File: src/rtl/calc_op_sequencer.sv
// calc_op_sequencer: operand/op sequencer for the 8-bit adder/subtractor.
// Optional build macro SATURATE_EN clamps overflowed results to max/min signed.
module calc_op_sequencer #(
    parameter int WIDTH = 8
) (
    input  logic             clk,
    input  logic             rst,
    input  logic [WIDTH-1:0] data_in,
    input  logic             load_a,
    input  logic             load_b,
    input  logic             op_sub,
    input  logic             go,
    input  logic             clear,
    output logic [WIDTH-1:0] alu_a,
    output logic [WIDTH-1:0] alu_b,
    output logic             alu_sub,
    input  logic [WIDTH-1:0] alu_s,
    input  logic             alu_cout,
    input  logic             alu_neg,
    input  logic             alu_ovr,
    input  logic             alu_zero,
    output logic [WIDTH-1:0] result,
    output logic [3:0]       flags,
    output logic             busy,
    output logic             done,
    output logic             err
);

    typedef enum logic [2:0] {
        S_IDLE,
        S_HAVE_A,
        S_HAVE_B,
        S_EXEC,
        S_DONE
    } state_t;

    state_t           state_q, state_d;
    logic [WIDTH-1:0] a_q, a_d;
    logic [WIDTH-1:0] b_q, b_d;
    logic             sub_q, sub_d;
    logic [WIDTH-1:0] res_q, res_d;
    logic [3:0]       flg_q, flg_d;
    logic             settle_q, settle_d;
    logic             done_q, done_d;
    logic             err_q, err_d;

    logic [WIDTH-1:0] cap_res;
    logic [3:0]       cap_flg;

    // Result/flags as they would be captured from the adder this cycle
    always_comb begin
        cap_res = alu_s;
        cap_flg = {alu_cout, alu_neg, alu_ovr, alu_zero};
`ifdef SATURATE_EN
        if (alu_ovr) begin
            cap_res = a_q[WIDTH-1] ? {1'b1, {(WIDTH-1){1'b0}}}
                                   : {1'b0, {(WIDTH-1){1'b1}}};
            cap_flg = {alu_cout, cap_res[WIDTH-1], 1'b1, 1'b0};
        end
`endif
    end

    // Next-state and register-update logic; strobe priority clear>load_a>load_b>go
    always_comb begin
        state_d  = state_q;
        a_d      = a_q;
        b_d      = b_q;
        sub_d    = sub_q;
        res_d    = res_q;
        flg_d    = flg_q;
        settle_d = 1'b0;
        done_d   = 1'b0;
        err_d    = 1'b0;
        if (clear) begin
            state_d = S_IDLE;
            a_d     = '0;
            b_d     = '0;
            sub_d   = 1'b0;
            res_d   = '0;
            flg_d   = '0;
        end else begin
            unique case (state_q)
                S_IDLE: begin
                    if (load_a) begin
                        a_d     = data_in;
                        state_d = S_HAVE_A;
                    end else if (load_b || go) begin
                        err_d = 1'b1;
                    end
                end
                S_HAVE_A: begin
                    if (load_a) begin
                        a_d = data_in;
                    end else if (load_b) begin
                        b_d     = data_in;
                        state_d = S_HAVE_B;
                    end else if (go) begin
                        err_d = 1'b1;
                    end
                end
                S_HAVE_B: begin
                    if (load_a) begin
                        a_d = data_in;
                    end else if (load_b) begin
                        b_d = data_in;
                    end else if (go) begin
                        sub_d   = op_sub;
                        state_d = S_EXEC;
                    end
                end
                S_EXEC: begin
                    // first EXEC cycle lets the adder settle, second captures
                    err_d = load_a | load_b | go;
                    if (!settle_q) begin
                        settle_d = 1'b1;
                    end else begin
                        res_d   = cap_res;
                        flg_d   = cap_flg;
                        done_d  = 1'b1;
                        state_d = S_DONE;
                    end
                end
                S_DONE: begin
                    if (load_a) begin
                        a_d     = data_in;
                        state_d = S_HAVE_A;
                    end else if (load_b) begin
                        a_d     = res_q;
                        b_d     = data_in;
                        state_d = S_HAVE_B;
                    end else if (go) begin
                        err_d = 1'b1;
                    end
                end
                default: state_d = S_IDLE;
            endcase
        end
    end

    // State and datapath registers with synchronous reset
    always_ff @(posedge clk) begin
        if (rst) begin
            state_q  <= S_IDLE;
            a_q      <= '0;
            b_q      <= '0;
            sub_q    <= 1'b0;
            res_q    <= '0;
            flg_q    <= '0;
            settle_q <= 1'b0;
            done_q   <= 1'b0;
            err_q    <= 1'b0;
        end else begin
            state_q  <= state_d;
            a_q      <= a_d;
            b_q      <= b_d;
            sub_q    <= sub_d;
            res_q    <= res_d;
            flg_q    <= flg_d;
            settle_q <= settle_d;
            done_q   <= done_d;
            err_q    <= err_d;
        end
    end

    assign alu_a   = a_q;
    assign alu_b   = b_q;
    assign alu_sub = sub_q;
    assign result  = res_q;
    assign flags   = flg_q;
    assign busy    = (state_q == S_EXEC);
    assign done    = done_q;
    assign err     = err_q;

endmodule

File: config.mk
export PLATFORM = sky130hd
export DESIGN_NAME = calc_op_sequencer
export DESIGN_NICKNAME = d
export VERILOG_FILES = /design/src/rtl/calc_op_sequencer.sv
export SDC_FILE = /design/constraint.sdc
export NUM_CORES = 1
export LEC_CHECK = 0
export ABC_AREA = 0
export BUFFER_PORTS_ARGS = -buffer_cell sky130_fd_sc_hd__buf_2
export CORE_MARGIN = 1.5
export CORE_UTILIZATION = 35
export DETAILED_ROUTE_END_ITERATION = 12
export PLACE_DENSITY_LB_ADDON = 0.08
export RECOVER_POWER = 100
export SKIP_CTS_REPAIR_TIMING = 1
export SLEW_MARGIN = 20
export SYNTH_ARGS = -nofsm -noshare
export SYNTH_HDL_FRONTEND = slang
export SYNTH_SLANG_ARGS = --single-unit
export TNS_END_PERCENT = 50
File: constraint.sdc
create_clock -name clk -period 4 [get_ports clk]
set_clock_uncertainty 0.05 [all_clocks]
set_input_delay 0.4 -clock clk [delete_from_list [all_inputs] [get_ports clk]]
set_output_delay 0.4 -clock clk [all_outputs]
set_load 0.02 [all_outputs]
## Word-level counts from Yosys, hierarchy flattened

Cells that the tools add are included.

| word-level totals | value |
|---|---|
| flip-flop bits (word level) | 35 |
| input bits | 27 |
| logic and storage cells | 60 |

| cells by class | value |
|---|---|
| equality and inequality tests | 12 |
| multiplexer cells | 21 |
| bitwise logic cells | 5 |
| reduce and logical (&&, ||, !) cells | 13 |

Operator list:

| cell | number |
|---|---|
| $mux 3 | 8 |
| $mux 8 | 3 |
| $pmux 8 s2 | 1 |
| $pmux 3 s5 | 1 |
| $ne 2x2->1 const B | 5 |
| $reduce_or 3->1 | 3 |
| $mux 1 | 7 |
| $eq 3x2->1 const B | 2 |
| $reduce_and 3->1 | 2 |
| $reduce_and 6->1 | 1 |
| $ne 2x1->1 const B | 2 |
| $reduce_and 4->1 | 1 |
| $reduce_or 2->1 | 2 |
| $eq 3x1->1 const B | 1 |
| $eq 3x3->1 const B | 1 |
| $logic_not 3->1 | 1 |
| $ne 3x3->1 const B | 1 |
| $not 1->1 | 3 |
| $pmux 1 s3 | 1 |
| $or 1x1->1 | 2 |
| $reduce_and 2->1 | 1 |
| $reduce_bool 2->1 | 1 |
| $logic_or 1x1->1 | 1 |

## Depth between registers and ports, before layout

Gate-level depths: netlist (run 1).

| depth | value |
|---|---|
| depth after elaboration | 4 |
| mapped depth | 6 |

## Least setup slack after synthesis (run 1)

Ideal clock, no wire load.

| path | value |
|---|---|
| kind | register to register |
| from | register state_q[1] |
| to | register a_q[0], in the netlist alu_a[0] |
| data arrival time | 1.335 ns |
| required time | 3.870 ns |
| setup slack | 2.535 ns |
| cell stages (with the launch flop) | 7 |
| buffers on the path | 2 |
| period minus slack after synthesis | 1.465 ns |
| cells stage by stage | dfxtp_1 buf_6 maj3_2 o22ai_4 buf_8 nor2_2 a211oi_2 |

| between the ends | value |
|---|---|
| word-level cells in the longest chain between the ends | 4 |

Ends and longest elaborated chain:

| what | line | source |
|---|---|---|
| start, declared | 37 | `state_t state_q, state_d;` |
| start signal, assigned | 153 | `state_q <= state_d;` |
| $eq 3x2->1, or another cell as far along | 82 | `unique case (state_q)` |
| $reduce_or 3->1 (no line) | -- |  |
| $ne 2x1->1 (no line) / $reduce_bool 2->1 (equally long branches) | -- |  |
| $reduce_and 3->1 (no line) | -- |  |
| end signal, assigned | 144 | `a_q <= '0;` |
| end signal, assigned | 154 | `a_q <= a_d;` |
| end, declared | 38 | `logic [WIDTH-1:0] a_q, a_d;` |

Several ways; a longest one is shown, not always the timed one.
A chain may end at the register's enable or synchronous reset.

## Worst setup path in the final report (run 1)

| path | value |
|---|---|
| from | register state_q[1] |
| to | register a_q[3], in the netlist alu_a[3] |

Same word-level chain as after synthesis.

==> results.py, run 1 <==
metrics = {
    "clocking": {
        "root_buffer": "clkbuf_8",
        "cts.sinks": 35,
        "tritoncts": "yes",
        "ctsHtreeMaxLevel": 2,
        "insertion_delay_ns": 0.28,
        "cts.path.max_buffers": 2,
        "clk_pin_slew_ns": 0.07,
        "numCtsBuffers": 5,
    },
    "sta": {
        "hold_slack_ns": 0.2973,
        "fin_crit_ns": 2.513,
        "fin_crit_sh_pct": 62.82,
        "max_freq_ghz": 0.3980,
        "hold_viol_final": 0,
        "setup-violations-final": 0,
        "slew_headroom_pct": 9.611,
        "fin_setup_tns_ns": 0,
        "fin_ws_ns": 1.487,
        "rsz0062_at_grt": "false",
        "slew_violations": 0,
        "tightest_slew_ns": 1.356,
    },
    "outcome": {
        "status": "finished clean",
    },
    "global_route": {
        "globalRouteOverflowTotal": 0,
        "grt_max_degree": 36,
        "grtUsageTotal_pct": 16.01,
        "grt_pass1_wl_mm": 6.417,
        "grt_pass1_vias": 1299,
        "antenna_found_initial": 0,
    },
    "setup_path": {
        "cp.buffers_inverters": 0,
        "crit_path_start_kind": "flop",
        "crit_family": "compound AO/OA/AOI/OAI gates",
        "crit_path_end_kind": "flop",
        "criticalPathCategory": "flop to flop",
        "cp_max_fo": 18,
        "arrival_ns": 2.65,
        "cp_slowest_stage_delay_ns": 1.04,
        "cp_cell_sequence": "maj3_1 > o22ai_1 > nor2_1 > a211oi_1",
        "cp_data_required_time_ns": 4.13,
        "slowest_stage": "o22ai_1",
    },
    "final_layout": {
        "drive_gt1_share_pct": 18.30,
        "final_area_sq_um": 1859,
        "utilization_pct": 42.41,
        "antenna_cells": 0,
        "layout.nets": 250,
        "area_growth_pct": 15.19,
    },
    "floorplan": {
        "fp.dieH_um": 70.91,
        "die_w_um": 70.91,
        "initial_core_util_pct": 36.82,
        "fp-row-count": 24,
        "pin_count": 59,
        "core_region_area_sq_um": 4384,
        "die-area_sq_um": 5028,
    },
    "place": {
        "hpwlAfterDp_mm": 2.733,
        "port_buffers": 58,
        "gp_congestion": 0.7464,
        "place_ws_ns": 2.002,
        "placed_area_sq_um": 1889,
    },
    "logic_synthesis": {
        "seq_area_frac_synth_pct": 43.41,
        "synth_cells": 170,
        "syn_nets": 197,
        "syn_avg_cell_area_sq_um": 9.494,
        "ys_ff_latch": 35,
        "synthFlopType": "dfxtp_1",
        "synth_area_sq_um": 1614,
        "synth_cell_types": 38,
        "async_reset_ff_share_pct": 0,
        "yosysWarnings": 0,
        "synth_most_common_cell": "dfxtp_1",
        "synth_edf_count": 0,
        "synth_top_area_cell": "dfxtp_1",
        "yosysTopAreaCellShare_pct": 43.41,
        "ys_top_cells_by_area": "dfxtp_1 43%, mux2i_1 11%, nand2_1 6.5%, a211oi_2 6.2%, a21oi_1 4.7%",
        "synth_common_cells": "35 x dfxtp_1, 28 x nand2_1, 18 x nor2_1",
    },
    "route": {
        "vias": 1387,
        "wire_per_inst_um": 13.81,
        "first_iter_violations": 51,
        "antenna_left": 0,
        "drc": 0,
        "routed_wirelength_mm": 3.812,
        "firstDrtPassIters": 4,
        "routed_via_density": 5.025,
    },
    "hold_path": {
        "worstHoldPathType": "input port to flop",
    },
    "run": {
        "drv_cap": 0,
    },
    "power_and_ir_drop": {
        "p_leak_nw": 0.7190,
        "p_per_area_nw_per_um2": 359.2,
        "vdd_drop_max_mv": 0.1982,
    },
}
[through the flow]
stage / power (mW) / std cells
final: 0.6678 / 276
after global routing: 0.7006 / 276
after CTS: 0.6843 / 276
after detailed placement: 0.4420 / 268
after global placement: 0.4404 / 268
after floorplan: 0.4178 / 170
[area by class of cell]
cell class / instances / area [sq um]
Sequential cell: 35 / 700.7
Timing Repair Buffer: 58 / 250.2
Clock buffer: 7 / 76.32
Clock inverter: 1 / 5.005
Multi-Input combinational cell: 120 / 750.7
Tap cell: 52 / 65.06
Inverter: 3 / 11.26
Fill cell: 476 / 2525
[path summary, 6_finish.rpt]
kind	startpoint	end	slack [ns]	cells after the start
setup / recovery	state_q[1]$_SDFFE_PP0P_	alu_a[3]$_SDFFE_PP0P_	1.49	4
setup reg to reg	state_q[1]$_SDFFE_PP0P_	alu_a[3]$_SDFFE_PP0P_	1.49	4
hold / removal	alu_s[7]	result[7]$_SDFFE_PP0P_	0.30	3
hold reg to reg	flags[0]$_SDFFE_PP0P_	flags[0]$_SDFFE_PP0P_	0.41	2
[routing by layer]
layer	global-route usage, %	vias up	wire, um	part of all wire (%)
met3	5.840	6	251	6.6
met2	23.99	44	1658	43
met4	5.031	0	47	1.2
li1	-	693	-	-
met5	0	-	0	0
met1	21.55	644	1855	49
[state kept, by name (all words and copies together) (netlist names), 3 cells and up]
| register | flops |
|---|---|
| state_q | 3 |
| alu_a | 8 |
| flags | 4 |
| alu_b | 8 |
| result | 8 |
[where the power goes]
group          switching (mW)  internal (mW)  total [mW]
combinational          0.0385         0.0265      0.0649
sequential            0.00758          0.355       0.362
clock                   0.119          0.122       0.241
[cells in the final DEF, fill, tap and decap left out, types with 2 or more instances in the layout]
cell type and instances:
nor2_1 18, nor2_2 2, inv_1 3, nand2_1 28
clkbuf_8 5, nand3b_1 2, and3_1 2, buf_2 26
mux2i_1 17, dfxtp_1 35, a211oi_2 4, nand3_1 2
nor3_1 3, a2111oi_0 2, clkbuf_1 34, a21oi_1 15
nand2b_1 2, a211oi_1 6
[worst min-delay path: cells and delay by family]
kind	cells	cell delay, ns
AOI/OAI and AO/OA	1	0.05
buffers and inverters	1	0.09
and+or+nand+nor	1	0.04
[cells by family (layout without fill, tap and decap cells)]
group / count (synthesis) / count (layout) / synth area share, %
DFF: 35 / 35 / 43.41
xor gates and xnor gates: 1 / 1 / 0.5427
muxes: 17 / 17 / 10.54
and+or+nand+nor: 67 / 67 / 20.15
buffers and inverters: 15 / 69 / 5.658
AOI/OAI and AO/OA: 34 / 34 / 18.99
adders and majority gates: 1 / 1 / 0.6976
Note: power is estimated with default switching activity, not from simulation.
==> inputs of run 2 (changes only) <==
- ABC_AREA: 0 -> 1
- clock period: 4 -> 2.3 ns (I/O delays scaled with it)
==> results.py, run 2 <==
metrics = {
    "global_route": {
        "antenna_found_initial": 0,
        "grt_pass1_vias": 1456,
        "grt_max_degree": 20,
        "grtUsageTotal_pct": 17.33,
        "globalRouteOverflowTotal": 0,
        "grt_pass1_wl_mm": 6.796,
    },
    "route": {
        "first_iter_violations": 79,
        "routed_via_density": 4.899,
        "wire_per_inst_um": 12.24,
        "drc": 0,
        "firstDrtPassIters": 4,
        "routed_wirelength_mm": 3.991,
        "vias": 1597,
        "antenna_left": 0,
    },
    "logic_synthesis": {
        "synth_common_cells": "47 x nor2_1, 39 x nand2_1, 35 x dfxtp_1",
        "ys_ff_latch": 35,
        "syn_nets": 244,
        "synth_edf_count": 0,
        "synth_top_area_cell": "dfxtp_1",
        "yosysWarnings": 0,
        "ys_top_cells_by_area": "dfxtp_1 45%, nor2_1 11%, nand2_1 9.5%, o21ai_0 9.1%, a21oi_1 6.2%",
        "synth_cells": 217,
        "synth_cell_types": 20,
        "syn_avg_cell_area_sq_um": 7.121,
        "synth_most_common_cell": "nor2_1",
        "synthFlopType": "dfxtp_1",
        "yosysTopAreaCellShare_pct": 45.34,
        "async_reset_ff_share_pct": 0,
        "synth_area_sq_um": 1545,
        "seq_area_frac_synth_pct": 45.34,
    },
    "final_layout": {
        "utilization_pct": 46.43,
        "drive_gt1_share_pct": 15.58,
        "most-common-layout-cells": "49 x nor2_1, 41 x nand2_1, 35 x dfxtp_1",
        "layout_commonest_cell": "nor2_1",
        "final_area_sq_um": 1911,
        "area_growth_pct": 23.64,
        "fin_cells": 326,
        "antenna_cells": 0,
        "nFillCells": 466,
        "layout.nets": 303,
    },
    "sta": {
        "fin_crit_sh_pct": 79.43,
        "slew_headroom_pct": 59.06,
        "slew_violations": 0,
        "setup-violations-final": 0,
        "max_freq_ghz": 0.5474,
        "tightest_slew_ns": 0.6141,
        "rsz0062_at_grt": "false",
        "fin_setup_tns_ns": 0,
        "hold_slack_ns": 0.1560,
        "fin_crit_ns": 1.827,
        "hold_viol_final": 0,
        "fin_ws_ns": 0.4731,
    },
    "floorplan": {
        "pin_count": 59,
        "die-area_sq_um": 4823,
        "core_region_area_sq_um": 4115,
        "initial_core_util_pct": 37.55,
        "die_w_um": 69.45,
        "fp.dieH_um": 69.45,
        "fp-row-count": 23,
    },
    "setup_path": {
        "arrival_ns": 1.95,
        "crit_path_end_kind": "flop",
        "r2r_slack_ns": 0.47,
        "criticalPathCategory": "flop to flop",
        "cp_max_fo": 14,
        "cp_slowest_stage_delay_ns": 0.39,
        "cp_cell_sequence": "nor2_1 > nand2_1 > a21oi_4 > inv_2 > nor2_1 > nor2_1",
        "crit_path_start_kind": "flop",
        "cp_data_required_time_ns": 2.43,
        "crit_top_cell": "nor2_1",
        "slowest_stage": "a21oi_4",
    },
    "power_and_ir_drop": {
        "p_leak_nw": 0.7492,
        "p_per_area_nw_per_um2": 665.3,
        "finalPower_mw": 1.271,
        "vdd_drop_max_mv": 0.2918,
    },
    "place": {
        "place_ws_ns": 0.6705,
        "dp.cells": 319,
        "port_buffers": 58,
        "hpwlAfterDp_mm": 2.890,
        "gp_congestion": 0.8800,
        "placed_area_sq_um": 1866,
    },
    "hold_path": {
        "worstHoldPathType": "input port to flop",
    },
    "clocking": {
        "clk_pin_slew_ns": 0.07,
        "insertion_delay_ns": 0.28,
        "cts.path.max_buffers": 2,
        "tritoncts": "yes",
        "numCtsBuffers": 5,
        "cts.sinks": 35,
        "ctsHtreeMaxLevel": 2,
        "root_buffer": "clkbuf_8",
    },
    "run": {
        "drv_cap": 0,
    },
    "outcome": {
        "status": "finished clean",
    },
}
==> run 2: changes by cell type in the layout (fill, tap and decap cells not counted), sizes merged, moves of 3 or more <==
cell / before / now
nor2: 20 / 52
o21ai: 2 / 28
mux2i: 17 / 0
nand3: 2 / 17
nand2: 29 / 43
a211oi: 10 / 0
inv: 3 / 11
a21oi: 15 / 20
nand4: 0 / 3
nor3: 3 / 0
==> run 2: per-layer routing <==
| layer | track usage, % | up-vias | share of wire [%] |
|---|---|---|---|
| met4 | 5.229 | 0 | 0.93 |
| met3 | 4.797 | 4 | 5.8 |
| li1 | - | 827 | - |
| met2 | 25.85 | 60 | 45 |
| met1 | 24.30 | 706 | 48 |
| met5 | 0 | - | 0 |
==> run 2: cell type report <==
type | count | area (sq um) | share of cell area [%]
Clock inverter | 1 | 30.03 | 1.572
Clock buffer | 6 | 72.57 | 3.798
Tap cell | 50 | 62.56 | 3.274
Timing Repair Buffer | 59 | 255.2 | 13.36
Multi-Input combinational cell | 163 | 744.5 | 38.97
Inverter | 12 | 45.04 | 2.358
Sequential cell | 35 | 700.7 | 36.67
==> run 2: logic make-up after synthesis <==
| group | count (synthesis) | share of synthesized area (%) |
|---|---|---|
| buffers and inverters | 19 | 5.506 |
| AND/OR/NAND/NOR | 115 | 32.87 |
| flip-flops | 35 | 45.34 |
| AO/OA/AOI/OAI | 48 | 16.28 |
==> run 2: power breakdown <==
group	internal [mW]	total (mW)	switching [mW]	leakage (nW)
registers	0.616	0.622	0.00628	0.283
clock network	0.318	0.534	0.216	0.0513
logic	0.0400	0.115	0.0750	0.415
==> run 2: critical path: cells and delay by family, from the launching register on <==
| family | cells | cell delay (ns) |
|---|---|---|
| buf+inv | 1 | 0.13 |
| simple gates | 4 | 0.79 |
| flops | 1 | 0.37 |
| compound gates | 1 | 0.39 |
==> run 2: worst paths after layout <==
| path | start | depth (start not counted) | endpoint |
|---|---|---|---|
| worst max-delay path | state_q[0]$_SDFFE_PP0P_ | 6 | alu_a[2]$_SDFFE_PP0P_ |
| worst min-delay path | data_in[6] | 3 | alu_b[6]$_SDFFE_PP0P_ |
| worst max register to register | state_q[0]$_SDFFE_PP0P_ | 6 | alu_a[2]$_SDFFE_PP0P_ |
| worst min register to register | flags[3]$_SDFFE_PP0P_ | 2 | flags[3]$_SDFFE_PP0P_ |
==> inputs of run 3 (changes only) <==
- ABC_AREA: 1 -> 0
- clock period: 2.3 -> 1.8 ns (I/O delays scaled with it)
==> results.py, run 3 (synthesized netlist as in run 1, its figures left out) <==
metrics = {
    "sta": {
        "fin_crit_sh_pct": 90.34,
        "hold_slack_ns": 0.07620,
        "fin_setup_tns_ns": 0,
        "setup-violations-final": 0,
        "fin_crit_ns": 1.626,
        "max_freq_ghz": 0.6149,
        "tightest_slew_ns": 0.6315,
        "slew_violations": 0,
        "hold_viol_final": 0,
        "slew_headroom_pct": 57.90,
        "fin_ws_ns": 0.1738,
        "rsz0062_at_grt": "false",
    },
    "route": {
        "routed_wirelength_mm": 3.790,
        "first_iter_violations": 86,
        "wire_per_inst_um": 13.30,
        "antenna_left": 0,
        "vias": 1416,
        "drc": 0,
        "firstDrtPassIters": 4,
        "routed_via_density": 4.968,
    },
    "final_layout": {
        "most-common-layout-cells": "33 x dfxtp_1, 33 x clkbuf_1, 28 x nand2_1",
        "multiInputGateArea_sq_um": 779.5,
        "antenna_cells": 0,
        "area_growth_pct": 22.02,
        "nFillCells": 446,
        "drive_gt1_share_pct": 25.32,
        "layout.nets": 259,
        "regArea_sq_um": 703.2,
    },
    "global_route": {
        "grt_max_degree": 20,
        "antenna_found_initial": 0,
        "grtUsageTotal_pct": 15.98,
        "grt_pass1_vias": 1351,
        "grt_pass1_wl_mm": 6.375,
        "globalRouteOverflowTotal": 0,
    },
    "clocking": {
        "root_buffer": "clkbuf_8",
        "insertion_delay_ns": 0.28,
        "cts.path.max_buffers": 2,
        "cts.sinks": 35,
        "clk_pin_slew_ns": 0.07,
        "tritoncts": "yes",
        "numCtsBuffers": 5,
        "ctsHtreeMaxLevel": 2,
    },
    "setup_path": {
        "r2r_cells": 4,
        "cp_max_fo": 13,
        "cp_data_required_time_ns": 1.57,
        "arrival_ns": 1.40,
        "criticalPathCategory": "flop to primary output",
        "r2r_slack_ns": 0.22,
        "crit_path_end_kind": "primary output",
        "crit_path_start_kind": "flop",
    },
    "floorplan": {
        "die-area_sq_um": 5028,
        "fp.dieH_um": 70.91,
        "core_region_area_sq_um": 4384,
        "pin_count": 59,
        "fp-row-count": 24,
        "initial_core_util_pct": 36.82,
        "die_w_um": 70.91,
    },
    "run": {
        "drv_cap": 0,
    },
    "place": {
        "gp_congestion": 0.7089,
        "place_ws_ns": 0.1221,
        "hpwlAfterDp_mm": 2.895,
        "port_buffers": 58,
    },
    "hold_path": {
        "min_path_cells": 3,
        "worstHoldPathType": "input port to flop",
    },
    "power_and_ir_drop": {
        "p_per_area_nw_per_um2": 766.1,
        "p_leak_nw": 0.7738,
        "vdd_drop_max_mv": 0.4692,
    },
    "outcome": {
        "status": "finished clean",
    },
}
run 3: cell types whose count changed in the layout (fill, tap and decap cells not counted), moves of 3 or more:
cell	change
inv_2	-3
nor2_1	-31
mux2i_1	+17
nand4_1	-3
a21oi_1	-4
o21ai_0	-28
nand2_1	-13
buf_4	+6
nor3_1	+3
a211oi_2	+7
nor2_4	-3
nand3_1	-14
inv_1	-5
a211oi_1	+3
run 3: layout make-up:
| class | instances | share of cell area, % |
|---|---|---|
| inverters | 3 | 0.5718 |
| well taps | 52 | 3.304 |
| multi-input cells | 120 | 39.58 |
| clock inverters | 2 | 0.6353 |
| clock buffers | 6 | 3.685 |
| flip-flops and latches | 35 | 35.71 |
| repair buffers | 67 | 16.52 |
run 3: worst paths after layout:
kind	startpoint	endpoint
hold / removal	alu_s[5]	result[5]$_SDFFE_PP0P_
setup reg to reg	state_q[0]$_SDFFE_PP0P_	alu_b[1]$_SDFFE_PP0P_
hold reg to reg	flags[0]$_SDFFE_PP0P_	flags[0]$_SDFFE_PP0P_
setup / recovery	state_q[0]$_SDFFE_PP0P_	busy
run 3: metal layers:
layer,global-route usage [%],vias to the layer above,part of all wire [%]
met5,0,-,0
met4,5.660,0,1.6
met3,5.556,6,7.4
met2,24.20,54,44
met1,21.24,644,47
li1,-,712,-
run 3: metrics by stage:
| stage | power [mW] | instances | util [%] | instance area, sq um |
|---|---|---|---|---|
| after floorplan | 0.9285 | 170 | - | 1614 |
| after global placement | 0.9878 | 277 | 44.92 | 1969 |
| after detailed placement | 0.9921 | 277 | 44.92 | 1969 |
| after CTS | 1.542 | 285 | 46.86 | 2054 |
| after global routing | 1.585 | 285 | 44.92 | 1969 |
| final | 1.509 | 285 | 44.92 | 1969 |
run 3: worst max-delay path, cell delays in order (launching register included):
cell      delay, ns
dfxtp_2        0.46
and2b_1        0.25
nand2_1        0.12
inv_1          0.06
clkbuf_1       0.23
run 3: power breakdown:
| group | total, mW | switching [mW] | internal [mW] |
|---|---|---|---|
| combinational | 0.162 | 0.0924 | 0.0696 |
| sequential | 0.802 | 0.0142 | 0.788 |
| clock | 0.544 | 0.274 | 0.270 |
